<file path="src/rtl/ones_counter_sequencer.sv">
// Job sequencer in front of the ones-counter ASMD: loads the operand while start is low, raises
// start, waits for done, captures the count and returns it through a valid/ready port.
module ones_counter_sequencer #(
  parameter int unsigned N       = 8,
  parameter int unsigned TIMEOUT = 64,
  localparam int unsigned W      = $clog2(N + 1)
) (
  input  logic          clk,
  input  logic          reset,
  input  logic          in_valid,
  input  logic [N-1:0]  in_data,
  output logic          in_ready,
  output logic          start,
  output logic [N-1:0]  a_out,
  input  logic          done_in,
  input  logic [W-1:0]  result_in,
  output logic          out_valid,
  output logic [W-1:0]  out_result,
  input  logic          out_ready,
  output logic          busy,
  output logic          err_timeout,
  output logic [15:0]   job_count
);

  localparam int unsigned WdogW = $clog2(TIMEOUT + 1);
  localparam logic [WdogW-1:0] WdogLast = WdogW'(TIMEOUT - 1);

  typedef enum logic [2:0] {
    StIdle,
    StLoad,
    StRun,
    StHold,
    StDrain
  } state_e;

  state_e           state_q, state_d;
  logic [N-1:0]     a_q, a_d;
  logic [W-1:0]     res_q, res_d;
  logic [15:0]      jobs_q, jobs_d;
  logic             err_q, err_d;
  logic [WdogW-1:0] wdog_q, wdog_d;

  always_ff @(posedge clk) begin
    if (reset) begin
      state_q <= StIdle;
      a_q     <= '0;
      res_q   <= '0;
      jobs_q  <= '0;
      err_q   <= 1'b0;
      wdog_q  <= '0;
    end else begin
      state_q <= state_d;
      a_q     <= a_d;
      res_q   <= res_d;
      jobs_q  <= jobs_d;
      err_q   <= err_d;
      wdog_q  <= wdog_d;
    end
  end

  always_comb begin
    state_d = state_q;
    a_d     = a_q;
    res_d   = res_q;
    jobs_d  = jobs_q;
    err_d   = err_q;
    wdog_d  = wdog_q;
    unique case (state_q)
      StIdle: begin
        if (in_valid) begin
          a_d     = in_data;
          err_d   = 1'b0;
          state_d = StLoad;
        end
      end
      StLoad: begin
        // Counter sees start low for one cycle with A stable, so it loads the operand.
        wdog_d  = '0;
        state_d = StRun;
      end
      StRun: begin
        wdog_d = wdog_q + WdogW'(1);
        if (done_in) begin
          res_d   = result_in;
          jobs_d  = jobs_q + 16'd1;
          state_d = StHold;
        end else if (wdog_q == WdogLast) begin
          err_d   = 1'b1;
          state_d = StDrain;
        end
      end
      StHold: begin
        if (out_ready) begin
          state_d = StIdle;
        end
      end
      StDrain: begin
        state_d = StIdle;
      end
      default: begin
        state_d = StIdle;
      end
    endcase
  end

  assign in_ready    = (state_q == StIdle);
  assign start       = (state_q == StRun);
  assign out_valid   = (state_q == StHold);
  assign busy        = (state_q != StIdle);
  assign a_out       = a_q;
  assign out_result  = res_q;
  assign err_timeout = err_q;
  assign job_count   = jobs_q;

endmodule

</file>
<file path="config.mk">
export PLATFORM = sky130hd
export DESIGN_NAME = ones_counter_sequencer
export DESIGN_NICKNAME = d
export VERILOG_FILES = /design/src/rtl/ones_counter_sequencer.sv
export SDC_FILE = /design/constraint.sdc
export NUM_CORES = 1
export LEC_CHECK = 0
export BUFFER_PORTS_ARGS = -buffer_cell sky130_fd_sc_hd__buf_2
export CAP_MARGIN = 20
export CORE_MARGIN = 2
export CORE_UTILIZATION = 55
export CTS_CLUSTER_DIAMETER = 100
export DETAILED_ROUTE_END_ITERATION = 10
export MAX_ROUTING_LAYER = met4
export PLACE_DENSITY_LB_ADDON = 0.15
export SYNTH_ARGS = -nofsm -noshare
export SYNTH_HDL_FRONTEND = slang
export SYNTH_SLANG_ARGS = --single-unit
</file>
<file path="constraint.sdc">
create_clock -name clk -period 3.5 [get_ports clk]
set_input_delay 0.175 -clock clk [delete_from_list [all_inputs] [get_ports clk]]
set_output_delay 0.175 -clock clk [all_outputs]
set_load 0.05 [all_outputs]
</file>
# After elaboration in Yosys (flattened, before gate mapping)
# Cells that the tools add are included.
[word_totals] register_bits=39 inputBits=17 word_cells=35
[op_classes] addsub=2 eq_ne=9 n_mux=10 reduce_logical=8
[ops] cell="16-bit by 1-bit adder with 16-bit output, second input constant" n=1
[ops] cell="7-bit one-hot mux with 2 select lines" n=1
[ops] cell="3-bit 2-to-1 mux" n=4
[ops] cell="3-bit one-hot mux with 4 select lines" n=1
[ops] cell="7-bit by 1-bit adder with 7-bit output, second input constant" n=1
[ops] cell="7-bit by 6-bit == test with 1-bit output, second input constant" n=1
[ops] cell="3-bit by 2-bit == test with 1-bit output, second input constant" n=2
[ops] cell="2-bit by 1-bit != test with 1-bit output, second input constant" n=2
[ops] cell="2-bit != test, second input constant" n=2
[ops] cell="2-bit AND reduction" n=2
[ops] cell="4-bit AND reduction" n=1
[ops] cell="2-bit nonzero test" n=2
[ops] cell="3-bit by 1-bit == test with 1-bit output, second input constant" n=1
[ops] cell="3-bit zero test" n=1
[ops] cell="1-bit 2-to-1 mux" n=3
[ops] cell="3-bit by 1-bit != test with 1-bit output, second input constant" n=1
[ops] cell="3-bit AND reduction" n=1
[ops] cell="3-bit nonzero test" n=1
[ops] cell="1-bit one-hot mux with 2 select lines" n=1

# Depth between registers and ports, before layout
# Gate-level depths: netlist of run 1.
[depth] depth_word=4 mapped_depth=7 ltp_nobuf=5

# Least setup slack after synthesis of run 1
# OpenSTA, ideal clock, no wires.
[synth_path] path_type="register to register" startpoint="register state_q[2]" endpoint="register jobs_q[1], in the netlist job_count[1]" setup_ns=0.132 t_arrival_ns=2.352 required_time_ns=3.368 path_slack_ns=1.016 path_stages_with_launch=6 path_cell_list="dfxtp_1 clkbuf_1 nor3b_1 nand2_1 nand2_1 a21oi_1"
[synth_via] elab_chain_cells=2
[synth_lines] item="start, declared" line="36" rtl="state_e state_q, state_d;"
[synth_lines] item="start signal, assigned" line="45" rtl="state_q <= StIdle;"
[synth_lines] item="start signal, assigned" line="52" rtl="state_q <= state_d;"
[synth_lines] item="3-bit by 2-bit == test with 1-bit output"
[synth_lines] item="named net start" line="13" rtl="output logic start,"
[synth_lines] item="2-bit AND reduction (no line)"
[synth_lines] item="end signal, assigned" line="55" rtl="jobs_q <= jobs_d;"
[synth_lines] item="end, declared" line="39" rtl="logic [15:0] jobs_q, jobs_d;"
# The timed path passes the listed nets, and every way through them passes these cells.
# A chain may end at the register's enable or synchronous reset.

# Worst setup path after layout of run 1
[layout_path] startpoint="register state_q[1]" endpoint="register jobs_q[15], in the netlist job_count[15]"
[layout_via] elab_chain_cells=2
[layout_lines] item="3-bit by 2-bit == test with 1-bit output" line="68" rtl="unique case (state_q)"
[layout_lines] item="2-bit AND reduction (no line)"
# Every way passes these cells.

==> summary.md, run 1 <==
| Metric | Value |
|---|---|
| IO Port Bufs | 49 |
| Internal power | 0.5713 mW |
| DRC viols | 0 |
| Clk slew on worst S/H paths | 0.11 ns |
| N_diodes | 0 |
| Post-place setup slack | 1.565 ns |
| RSZ-0062 raised after global routing | no |
| First-pass GRT wire length | 6.113 mm |
| CTS Root Cell | clkbuf_4 |
| Most used DFF post-synth | dfxtp_1 |
| Vias/cell | 5.452 |
| Nets | 277 |
| Final ANT Viol Nets | 0 |
| Met2 usage | 33.70% |
| Synthesized Nets | 232 |
| Layout cells sized above 1 | 23.55% |
| DIE AREA | 3611 um^2 |
| Fin worst setup slack | 1.527 ns |
| Relative slew slack | 53.83% |
| GRT Util Overall | 23.38% |
| Cell Area, Synth | 1730 um^2 |
| Max Freq | 0.5069 GHz |
| Outcome | completed |
| Critical Path Source Type | flip-flop |
| Vias | 1652 |
| CP required | 3.78 ns |
| Number of enable flip-flop cells after synthesis | 0 |
| DR iter-0 viols | 40 |
| Total CTS buffers | 5 |
| Clock tree buffer depth | 2 |
| Overall routed net length | 3.700 mm |
| CP Class | flip-flop to flip-flop |
| Hold/Removal Path Class | input pin to flip-flop |
| Crit end category | flip-flop |
| Ports | 50 |
| Gr busiest metal | met2 |
| Worst Hold Depth | 3 |
| Net Sw Frac | 31.17% |
| Logic pwr share | 16.2% |
| Initial core utilization | 57.15% |
| Tcrit/Tclk final | 56.37% |
| Worst skew pair latency | 0.35 ns |
| Post-CTS setup buffers | 0 |
| Clk_skew | 0.006458 ns |
| Met1 Usage GRT | 30.05% |
| GR Util met3 | 7.576% |
| Num rows | 20 |
| Clock share of power | 26.8% |
| Count of cell types in the netlist | 38 |
| Lkg Pwr | 0.8316 nW |
| Initial DRT Pass Iterations | 4 |
| Routed wire per std cell | 12.21 um |
| Power per cell area | 407.2 nW/um^2 |
| Final GP Congestion | 0.7544 |
| Layout fillers | 273 |
| MaxCap Viol Count | 0 |
| Worst Reg-to-Reg Cells | 5 |
| Post-synthesis sequential area ratio | 45.12% |
| TritonCTS Sinks | 39 |
| Critical Path Source | state_q[1]$_SDFFE_PP0P_ |
| CTS Hold Bufs | 0 |
| Total gr overflow | 0 |
| Synth Instances | 213 |
| Die Y | 60.09 um |
| Least-Margin Pin Slew | 0.6926 ns |
| Synthesized flop and latch total | 39 |
| Htree depth | 2 |
| Area Growth Syn to Fin | 17.79% |
| Seq pwr share | 57.1% |
| CTS tree | yes |
| Initial antenna violation count | 0 |
| Die W | 60.09 um |
| Post-layout minimum cycle time | 1.973 ns |
| Area of the core | 3028 um^2 |
| Share of flip-flops with an asynchronous set or reset | 0% |
| Worst vdd ir | 0.3261 mV |
| Final Setup Violations | 0 |
| Max Slew Vio Count | 0 |
| Source of the worst register-to-register timing path | state_q[1]$_SDFFE_PP0P_ |
| Critical Path Fanout Max | 17 |
| CTS resizes | 0 |
| Syn Area/Cell | 8.124 um^2 |
| Number of global-route vias before repair | 1391 |
| Min-delay src | in_data[0] |
| Dpl hpwl | 2.526 mm |
| Sw power | 0.2587 mW |
| Critical path arrival | 2.26 ns |
| Yosys warning count | 0 |
| Final setup TNS | 0 ns |
| Final Hold Viols | 0 |
| Largest net degree at the start of global routing | 39 |
==> logic make-up (layout without fill, tap and decap cells) <==
group,count (synthesis),in the layout,share of synthesized area [%]
adder cells (fa/ha/maj),2,2,1.446
buffers and inverters,16,62,4.121
AO/OA/AOI/OAI,51,51,16.78
XOR/XNOR,8,8,4.049
AND/OR/NAND/NOR,97,97,28.49
flip-flops,39,39,45.12
==> path summary, 6_finish.rpt <==
check	to	slack, ns
worst min-delay path	a_out[0]$_SDFFE_PP0P_	0.04
worst max register to register	job_count[15]$_SDFFE_PP0N_	1.53
worst min register to register	a_out[2]$_SDFFE_PP0P_	0.46
worst max-delay path	job_count[15]$_SDFFE_PP0N_	1.53
==> cells in the mapped netlist (2+ instances only) <==
cell      count  share of area, %
a21oi_1      25               7.2
nor4_1        2              0.72
xor2_1        7               3.5
nor2b_1       3               1.1
nor2_1       10               2.2
or2_2         2              0.72
clkbuf_1      8               1.7
nor3_1        2              0.58
o31ai_1       2              0.87
nand2b_1      3               1.1
dfxtp_1      39                45
or4_1         4               1.7
buf_2         3              0.87
inv_1         4              0.87
nand2_1      36               7.8
or3_1         7               2.5
and3_1        3               1.1
a31oi_1       5               1.8
and2_1        3               1.1
o21ai_0      12               3.5
ha_1          2               1.4
nand3_1      11               3.2
and4_1        2               1.0
nand4_1       4               1.4
==> layer usage <==
metal / up-vias / share of wire (%) / routed length, um
li1: 837 / - / -
met1: 760 / 48 / 1780
met3: 6 / 5.4 / 201
met4: 0 / 1.4 / 53
met5: - / 0 / 0
met2: 49 / 45 / 1664
==> area by class of cell <==
| class | count | area [um^2] | share of cell area [%] |
|---|---|---|---|
| repair buffers | 50 | 252.7 | 12.40 |
| clock buffers | 7 | 45.04 | 2.210 |
| inverters | 4 | 15.01 | 0.7366 |
| multi-input cells | 158 | 884.6 | 43.40 |
| well taps | 44 | 55.05 | 2.701 |
| clock inverters | 1 | 5.005 | 0.2455 |
| flip-flops and latches | 39 | 780.7 | 38.31 |
==> stage by stage <==
step	total power, mW	hold slack, ns	std cells	utilization (%)	cell area (um^2)
3_3_place_gp	0.6172	0.4160	295	65.66	1988
3_5_place_dp	0.6184	0.4225	295	65.66	1988
6_report	0.8300	0.04410	303	67.31	2038
5_1_grt	0.8710	0.04000	303	67.31	2038
2_1_floorplan	0.5854	0.3110	213	-	1730
4_1_cts	0.8376	0.03673	303	67.31	2038
==> sequential cells by signal (all words and copies together) (netlist names) <==
name,cells
state_q,3
wdog_q,7
out_result,4
a_out,8
job_count,16
err_timeout,1
==> power by group through the flow <==
stage                     clock network, mW  logic (mW)  registers [mW]
final                                 0.222       0.134           0.474
after global routing                  0.248       0.146           0.477
after CTS                             0.229       0.135           0.473
after detailed placement                  0       0.135           0.483
after global placement                    0       0.134           0.483
after floorplan                           0      0.0767           0.509
==> critical path, stage by stage, from the launching register on <==
cell      delay, ns
dfxtp_1        0.65
nor4bb_2       0.29
buf_4          0.25
nand2_2        0.11
or4_1          0.47
a21oi_1        0.14
==> cell usage in the layout (no fill, tap or decap), types with 4 or more instances in the layout <==
master	instances
nor2_1	10
buf_2	49
nand4_1	4
clkbuf_4	5
dfxtp_1	39
or4_1	4
nand2_1	36
a21oi_1	25
nand3_1	11
inv_1	4
o21ai_0	12
or3_1	7
xor2_1	7
a31oi_1	5
(Power assumes the default switching activity.)
==> inputs of run 2 (changes only) <==
- CORE_UTILIZATION: 55 -> 46
- clock period: 3.5 -> 1.7 ns (I/O delays scaled with it)
==> summary.md, run 2 (synthesis gave the netlist of run 1 again) <==
| Metric | Value |
|---|---|
| Die Y | 65.34 um (was 60.09 um) |
| Worst vdd ir | 0.5632 mV (was 0.3261 mV) |
| Relative slew slack | 75.80% (was 53.83%) |
| CP Class | flip-flop to output port (was flip-flop to flip-flop) |
| MaxCap Viol Count | 0 (unchanged) |
| Critical Path Fanout Max | 16 (was 17) |
| GR Util met3 | 5.822% (was 7.576%) |
| Initial core utilization | 47.62% (was 57.15%) |
| Max Slew Vio Count | 0 (unchanged) |
| Clk slew on worst S/H paths | 0.08 ns (was 0.11 ns) |
| Max reg flops | 16 (unchanged) |
| DP Cell Count | 305 (was 295) |
| CTS Hold Bufs | 0 (unchanged) |
| Number of global-route vias before repair | 1476 (was 1391) |
| Power per cell area | 867.4 nW/um^2 (was 407.2 nW/um^2) |
| Overall routed net length | 3.940 mm (was 3.700 mm) |
| Met1 Usage GRT | 26.10% (was 30.05%) |
| Final ANT Viol Nets | 0 (unchanged) |
| Slowest CP cell | dfxtp_1 (unchanged) |
| Area of the core | 3633 um^2 (was 3028 um^2) |
| Fin worst setup slack | 0.1144 ns (was 1.527 ns) |
| Critical Path Source Type | flip-flop (unchanged) |
| TritonCTS Sinks | 39 (unchanged) |
| Final instance area | 2182 um^2 (was 2038 um^2) |
| Post-place instance area | 2073 um^2 (was 1988 um^2) |
| DRC viols | 0 (unchanged) |
| Ports | 50 (unchanged) |
| Hold/Removal Path Class | input pin to flip-flop (unchanged) |
| Clk_skew | 0.003462 ns (was 0.006458 ns) |
| First-pass GRT wire length | 6.499 mm (was 6.113 mm) |
| Worst skew pair latency | 0.29 ns (was 0.35 ns) |
| Post-place setup slack | 0.06049 ns (was 1.565 ns) |
| CTS Root Cell | clkbuf_8 (was clkbuf_4) |
| Post-layout minimum cycle time | 1.586 ns |
| Initial DRT Pass Iterations | 4 (unchanged) |
| N_diodes | 0 (unchanged) |
| IO Port Bufs | 49 (unchanged) |
| Tcrit/Tclk final | 93.27% |
| Reg2reg end | state_q[1]$_SDFFE_PP0P_ (was job_count[15]$_SDFFE_PP0N_) |
| Worst Reg-to-Reg Cells | 4 (was 5) |
| WP buf/inv | 2 (was 1) |
| CP top delay family | buffers and inverters (was simple AND/OR/NAND/NOR gates) |
| Dpl hpwl | 2.720 mm (was 2.526 mm) |
| Crit end category | output port (was flip-flop) |
| DR iter-0 viols | 85 (was 40) |
| Worst Hold Depth | 3 (unchanged) |
| Least-Margin Pin Slew | 0.3617 ns (was 0.6926 ns) |
| Total gr overflow | 0 (unchanged) |
| Power Total | 1.893 mW (was 0.8300 mW) |
| Largest net degree at the start of global routing | 21 (was 39) |
| Worst Hold End | a_out[7]$_SDFFE_PP0P_ (was a_out[0]$_SDFFE_PP0P_) |
| Most common cell after layout, fill and taps aside | buf_2 (unchanged) |
| Final setup TNS | 0 ns (unchanged) |
| Clock tree buffer depth | 2 (unchanged) |
| Final Non-Filler Cells | 315 (was 303) |
| Htree depth | 2 (unchanged) |
| Outcome | completed (unchanged) |
| Final Hold Viols | 0 (unchanged) |
| Met2 usage | 30.10% (was 33.70%) |
| Critical path, cell by cell | buf_4 > nor2b_1 > and2_1 > buf_2 (was nor4bb_2 > buf_4 > nand2_2 > or4_1 > a21oi_1) |
| Commonest non-fill, non-tap cells in the layout | buf_2 (49), nand2_1 (36), dfxtp_1 (28), a21oi_1 (25), o21ai_0 (12) (was buf_2 (49), dfxtp_1 (39), nand2_1 (36), a21oi_1 (25), o21ai_0 (12)) |
| Vias/cell | 5.229 (was 5.452) |
| CP required | 1.62 ns (was 3.78 ns) |
| Lkg Pwr | 0.8945 nW (was 0.8316 nW) |
| Final GP Congestion | 0.8154 (was 0.7544) |
| Min-delay src | in_data[7] (was in_data[0]) |
| Die W | 65.34 um (was 60.09 um) |
| Layout cells sized above 1 | 31.84% (was 23.55%) |
| R2R setup slack | 0.13 ns (was 1.53 ns) |
| Routed wire per std cell | 12.51 um (was 12.21 um) |
| RSZ-0062 raised after global routing | no (unchanged) |
| DIE AREA | 4269 um^2 (was 3611 um^2) |
| Gr busiest metal | met2 (unchanged) |
| CTS tree | yes (unchanged) |
| Vias | 1647 (was 1652) |
| Num rows | 22 (was 20) |
| Final Setup Violations | 0 (unchanged) |
| Max Freq | 0.6307 GHz |
| GRT Util Overall | 20.13% (was 23.38%) |
| Hold Slack | 0.02970 ns (was 0.04410 ns) |
| Source of the worst register-to-register timing path | wdog_q[1]$_SDFFE_PP0P_ (was state_q[1]$_SDFFE_PP0P_) |
| Critical path arrival | 1.50 ns (was 2.26 ns) |
| Total CTS buffers | 5 (unchanged) |
| Area Growth Syn to Fin | 26.10% (was 17.79%) |
| Initial antenna violation count | 0 (unchanged) |
| Slowest stage delay, CP | 0.35 ns (was 0.65 ns) |
| Nets | 285 (was 277) |
| Final Util | 60.06% (was 67.31%) |
-- run 2: cell types whose count changed in the layout (fill, tap and decap cells not counted), sizes merged --
cell / previous run / this run
clkinvlp: 0 / 1
buf: 50 / 58
clkbuf: 7 / 6
-- run 2: what timing repair did --
action,4_1_cts,5_1_grt
setup buffers,0,2
endpoints found under the setup margin,0,4
endpoints found under the hold margin,0,0
resized for setup,0,3
-- run 2: final cells by class --
class                      instances  area [um^2]
clock buffer                       6        72.57
clock inverter                     2        12.51
fill                             358         1451
inverter                           4        15.01
multi-input combinational        158        914.6
sequential                        39        794.5
tap                               48        60.06
timing repair buffer              58        312.8
-- run 2: worst max-delay path by stage --
stage / from / end / slack (ns) / depth (start not counted)
floorplan: job_count[2]$_SDFFE_PP0N_ / job_count[15]$_SDFFE_PP0N_ / 0.002 / 5
global placement: wdog_q[0]$_SDFFE_PP0P_ / state_q[1]$_SDFFE_PP0P_ / 0.09 / 4
detailed placement: wdog_q[0]$_SDFFE_PP0P_ / state_q[1]$_SDFFE_PP0P_ / 0.06 / 4
CTS: wdog_q[0]$_SDFFE_PP0P_ / state_q[1]$_SDFFE_PP0P_ / 0.04 / 4
global route: wdog_q[1]$_SDFFE_PP0P_ / state_q[1]$_SDFFE_PP0P_ / 0.02 / 4
finish: state_q[1]$_SDFFE_PP0P_ / out_valid / 0.11 / 4
-- run 2: power by group --
| part | internal (mW) | leakage, nW | switching [mW] |
|---|---|---|---|
| registers | 0.941 | 0.322 | 0.0167 |
| logic | 0.0922 | 0.532 | 0.231 |
| clock network | 0.287 | 0.0412 | 0.325 |
| total | 1.32 | 0.894 | 0.573 |
-- run 2: routing by layer --
metal / vias to the layer above / part of all wire, %
met4: 0 / 0.71
met5: - / 0
met3: 2 / 5.4
li1: 857 / -
met2: 48 / 45
met1: 740 / 49
-- run 2: worst reg2reg max path: cells and delay by family (launching register included) --
| kind | cells | cell delay [ns] |
|---|---|---|
| AND/OR/NAND/NOR | 2 | 0.61 |
| adder cells (fa/ha/maj) | 1 | 0.23 |
| flip-flops | 1 | 0.37 |
| AO/OA/AOI/OAI | 1 | 0.26 |
==> inputs of run 3 (changes only) <==
- CTS_BUF_LIST: default -> sky130_fd_sc_hd__clkbuf_16
==> summary.md, run 3 (synthesis gave the netlist of run 1 again) <==
| Metric | Value |
|---|---|
| IO Port Bufs | 49 (unchanged) |
| Min-delay src | in_data[0] (was in_data[7]) |
| Final Util | 61.19% (was 60.06%) |
| Footprint of the multi-input gates | 914.6 um^2 (unchanged) |
| Final GP Congestion | 0.8154 (unchanged) |
| Post-layout minimum cycle time | 1.590 ns (was 1.586 ns) |
| CTS Hold Bufs | 0 (unchanged) |
| Max Freq | 0.6291 GHz (was 0.6307 GHz) |
| Nets | 283 (was 285) |
| Htree depth | 2 (unchanged) |
| Area Growth Syn to Fin | 28.49% (was 26.10%) |
| RSZ-0062 raised after global routing | no (unchanged) |
| Power Total | 2.177 mW (was 1.893 mW) |
| CTS Root Cell | clkbuf_16 (was clkbuf_8) |
| Final ANT Viol Nets | 0 (unchanged) |
| Ports | 50 (unchanged) |
| CTS tree | yes (unchanged) |
| Least-Margin Pin Slew | 0.3540 ns (was 0.3617 ns) |
| Num rows | 22 (unchanged) |
| Largest net degree at the start of global routing | 21 (unchanged) |
| Source of the worst register-to-register timing path | wdog_q[1]$_SDFFE_PP0P_ (unchanged) |
| Layout fillers | 360 (was 358) |
| Initial DRT Pass Iterations | 4 (unchanged) |
| DIE AREA | 4269 um^2 (unchanged) |
| Final Non-Filler Cells | 313 (was 315) |
| Final setup TNS | 0 ns (unchanged) |
| Overall routed net length | 3.970 mm (was 3.940 mm) |
| Power per cell area | 979.2 nW/um^2 (was 867.4 nW/um^2) |
| Max reg flops | 16 (unchanged) |
| Die Y | 65.34 um (unchanged) |
| Vias/cell | 5.323 (was 5.229) |
| Outcome | completed (unchanged) |
| Final Setup Violations | 0 (unchanged) |
| Die W | 65.34 um (unchanged) |
| Critical path arrival | 1.50 ns (about the same) |
| Layout cells sized above 1 | 31.32% (was 31.84%) |
| Dpl hpwl | 2.720 mm (unchanged) |
| Post-place instance area | 2073 um^2 (unchanged) |
| GR Util met3 | 6.336% (was 5.822%) |
| DP Cell Count | 305 (unchanged) |
| CP Class | flip-flop to output port (unchanged) |
| Seq. cell area | 794.5 um^2 (unchanged) |
| N_diodes | 0 (unchanged) |
| Worst skew pair latency | 0.28 ns (was 0.29 ns) |
| Clk slew on worst S/H paths | 0.06 ns (was 0.08 ns) |
| Most common cell after layout, fill and taps aside | buf_2 (unchanged) |
| Initial antenna violation count | 0 (unchanged) |
| Crit end category | output port (unchanged) |
| Critical Path Source Type | flip-flop (unchanged) |
| Final instance area | 2223 um^2 (was 2182 um^2) |
| Initial core utilization | 47.62% (unchanged) |
| CP required | 1.62 ns (about the same) |
| Critical Path Fanout Max | 16 (unchanged) |
| MaxCap Viol Count | 0 (unchanged) |
| Post-CTS setup buffers | 0 (unchanged) |
| Clk_skew | 0.003495 ns (was 0.003462 ns) |
| Gr busiest metal | met2 (unchanged) |
| Critical Path Source | state_q[1]$_SDFFE_PP0P_ (unchanged) |
| Commonest non-fill, non-tap cells in the layout | buf_2 (49), nand2_1 (36), dfxtp_1 (28), a21oi_1 (25), o21ai_0 (12) (unchanged) |
| GRT Util Overall | 20.61% (was 20.13%) |
| Met1 Usage GRT | 25.56% (was 26.10%) |
| Final Hold Viols | 0 (unchanged) |
| Worst vdd ir | 0.7733 mV (was 0.5632 mV) |
| Lkg Pwr | 0.9135 nW (was 0.8945 nW) |
| Total gr overflow | 0 (unchanged) |
| Number of global-route vias before repair | 1497 (was 1476) |
| TritonCTS Sinks | 39 (unchanged) |
| Clock tree buffer depth | 2 (unchanged) |
| Met2 usage | 31.63% (was 30.10%) |
| Max Slew Vio Count | 0 (unchanged) |
| First-pass GRT wire length | 6.541 mm (was 6.499 mm) |
| Relative slew slack | 76.31% (was 75.80%) |
| Total CTS buffers | 5 (unchanged) |
| Routed wire per std cell | 12.68 um (was 12.51 um) |
| Hold/Removal Path Class | input pin to flip-flop (unchanged) |
| Vias | 1666 (was 1647) |
| Area of the core | 3633 um^2 (unchanged) |
| DRC viols | 0 (unchanged) |
| Tcrit/Tclk final | 93.51% (was 93.27%) |
| DR iter-0 viols | 85 (unchanged) |
==> run 3: cell count changes in the layout (fill, tap and decap cells not counted), sizes merged <==
cell	delta
inv	+1
buf	-2
clkbuf	-1
==> run 3: cell type report <==
cell class | instances | area share, %
well taps | 48 | 2.701
inverters | 4 | 0.6753
flip-flops and latches | 39 | 35.73
clock inverters | 3 | 0.7316
clock buffers | 5 | 5.627
multi-input cells | 158 | 41.14
repair buffers | 56 | 13.39
==> run 3: what timing repair did <==
action                                  CTS  global route
endpoints found under the setup margin    0             1
gates resized for setup                   0             3
hold endpoints to repair                  0             0
==> run 3: worst paths after layout <==
kind / to / slack (ns) / cells after the start
worst max-delay path: out_valid / 0.11 / 4
worst min-delay path: a_out[0]$_SDFFE_PP0P_ / 0.04 / 3
worst max register to register: state_q[1]$_SDFFE_PP0P_ / 0.12 / 4
worst min register to register: out_result[3]$_SDFFE_PP0N_ / 0.45 / 2
==> run 3: report_power, final <==
group	switching [mW]	internal [mW]	total [mW]
Sequential	0.0162	0.942	0.959
Clock	0.364	0.535	0.898
Combinational	0.231	0.0891	0.320
Total	0.611	1.57	2.18
==> run 3: stage by stage <==
stage          setup slack (ns)  hold WS [ns]
2_1_floorplan          0.001814        0.2210
3_3_place_gp            0.08964        0.3293
3_5_place_dp            0.06049        0.3313
4_1_cts                 0.04126       0.03654
5_1_grt                0.002008       0.04193
6_report                 0.1104       0.03816
==> run 3: per-layer routing <==
metal  part of all wire (%)  routed length [um]
met1                     48                1886
met2                     45                1777
met3                    6.1                 242
met4                    1.6                  63
met5                      0                   0
==> run 3: worst max-delay path: stages, from the launching register on <==
cell and delay (ns):
dfxtp_1 0.34, buf_4 0.22, nor2b_1 0.22, and2_1 0.17
buf_2 0.27
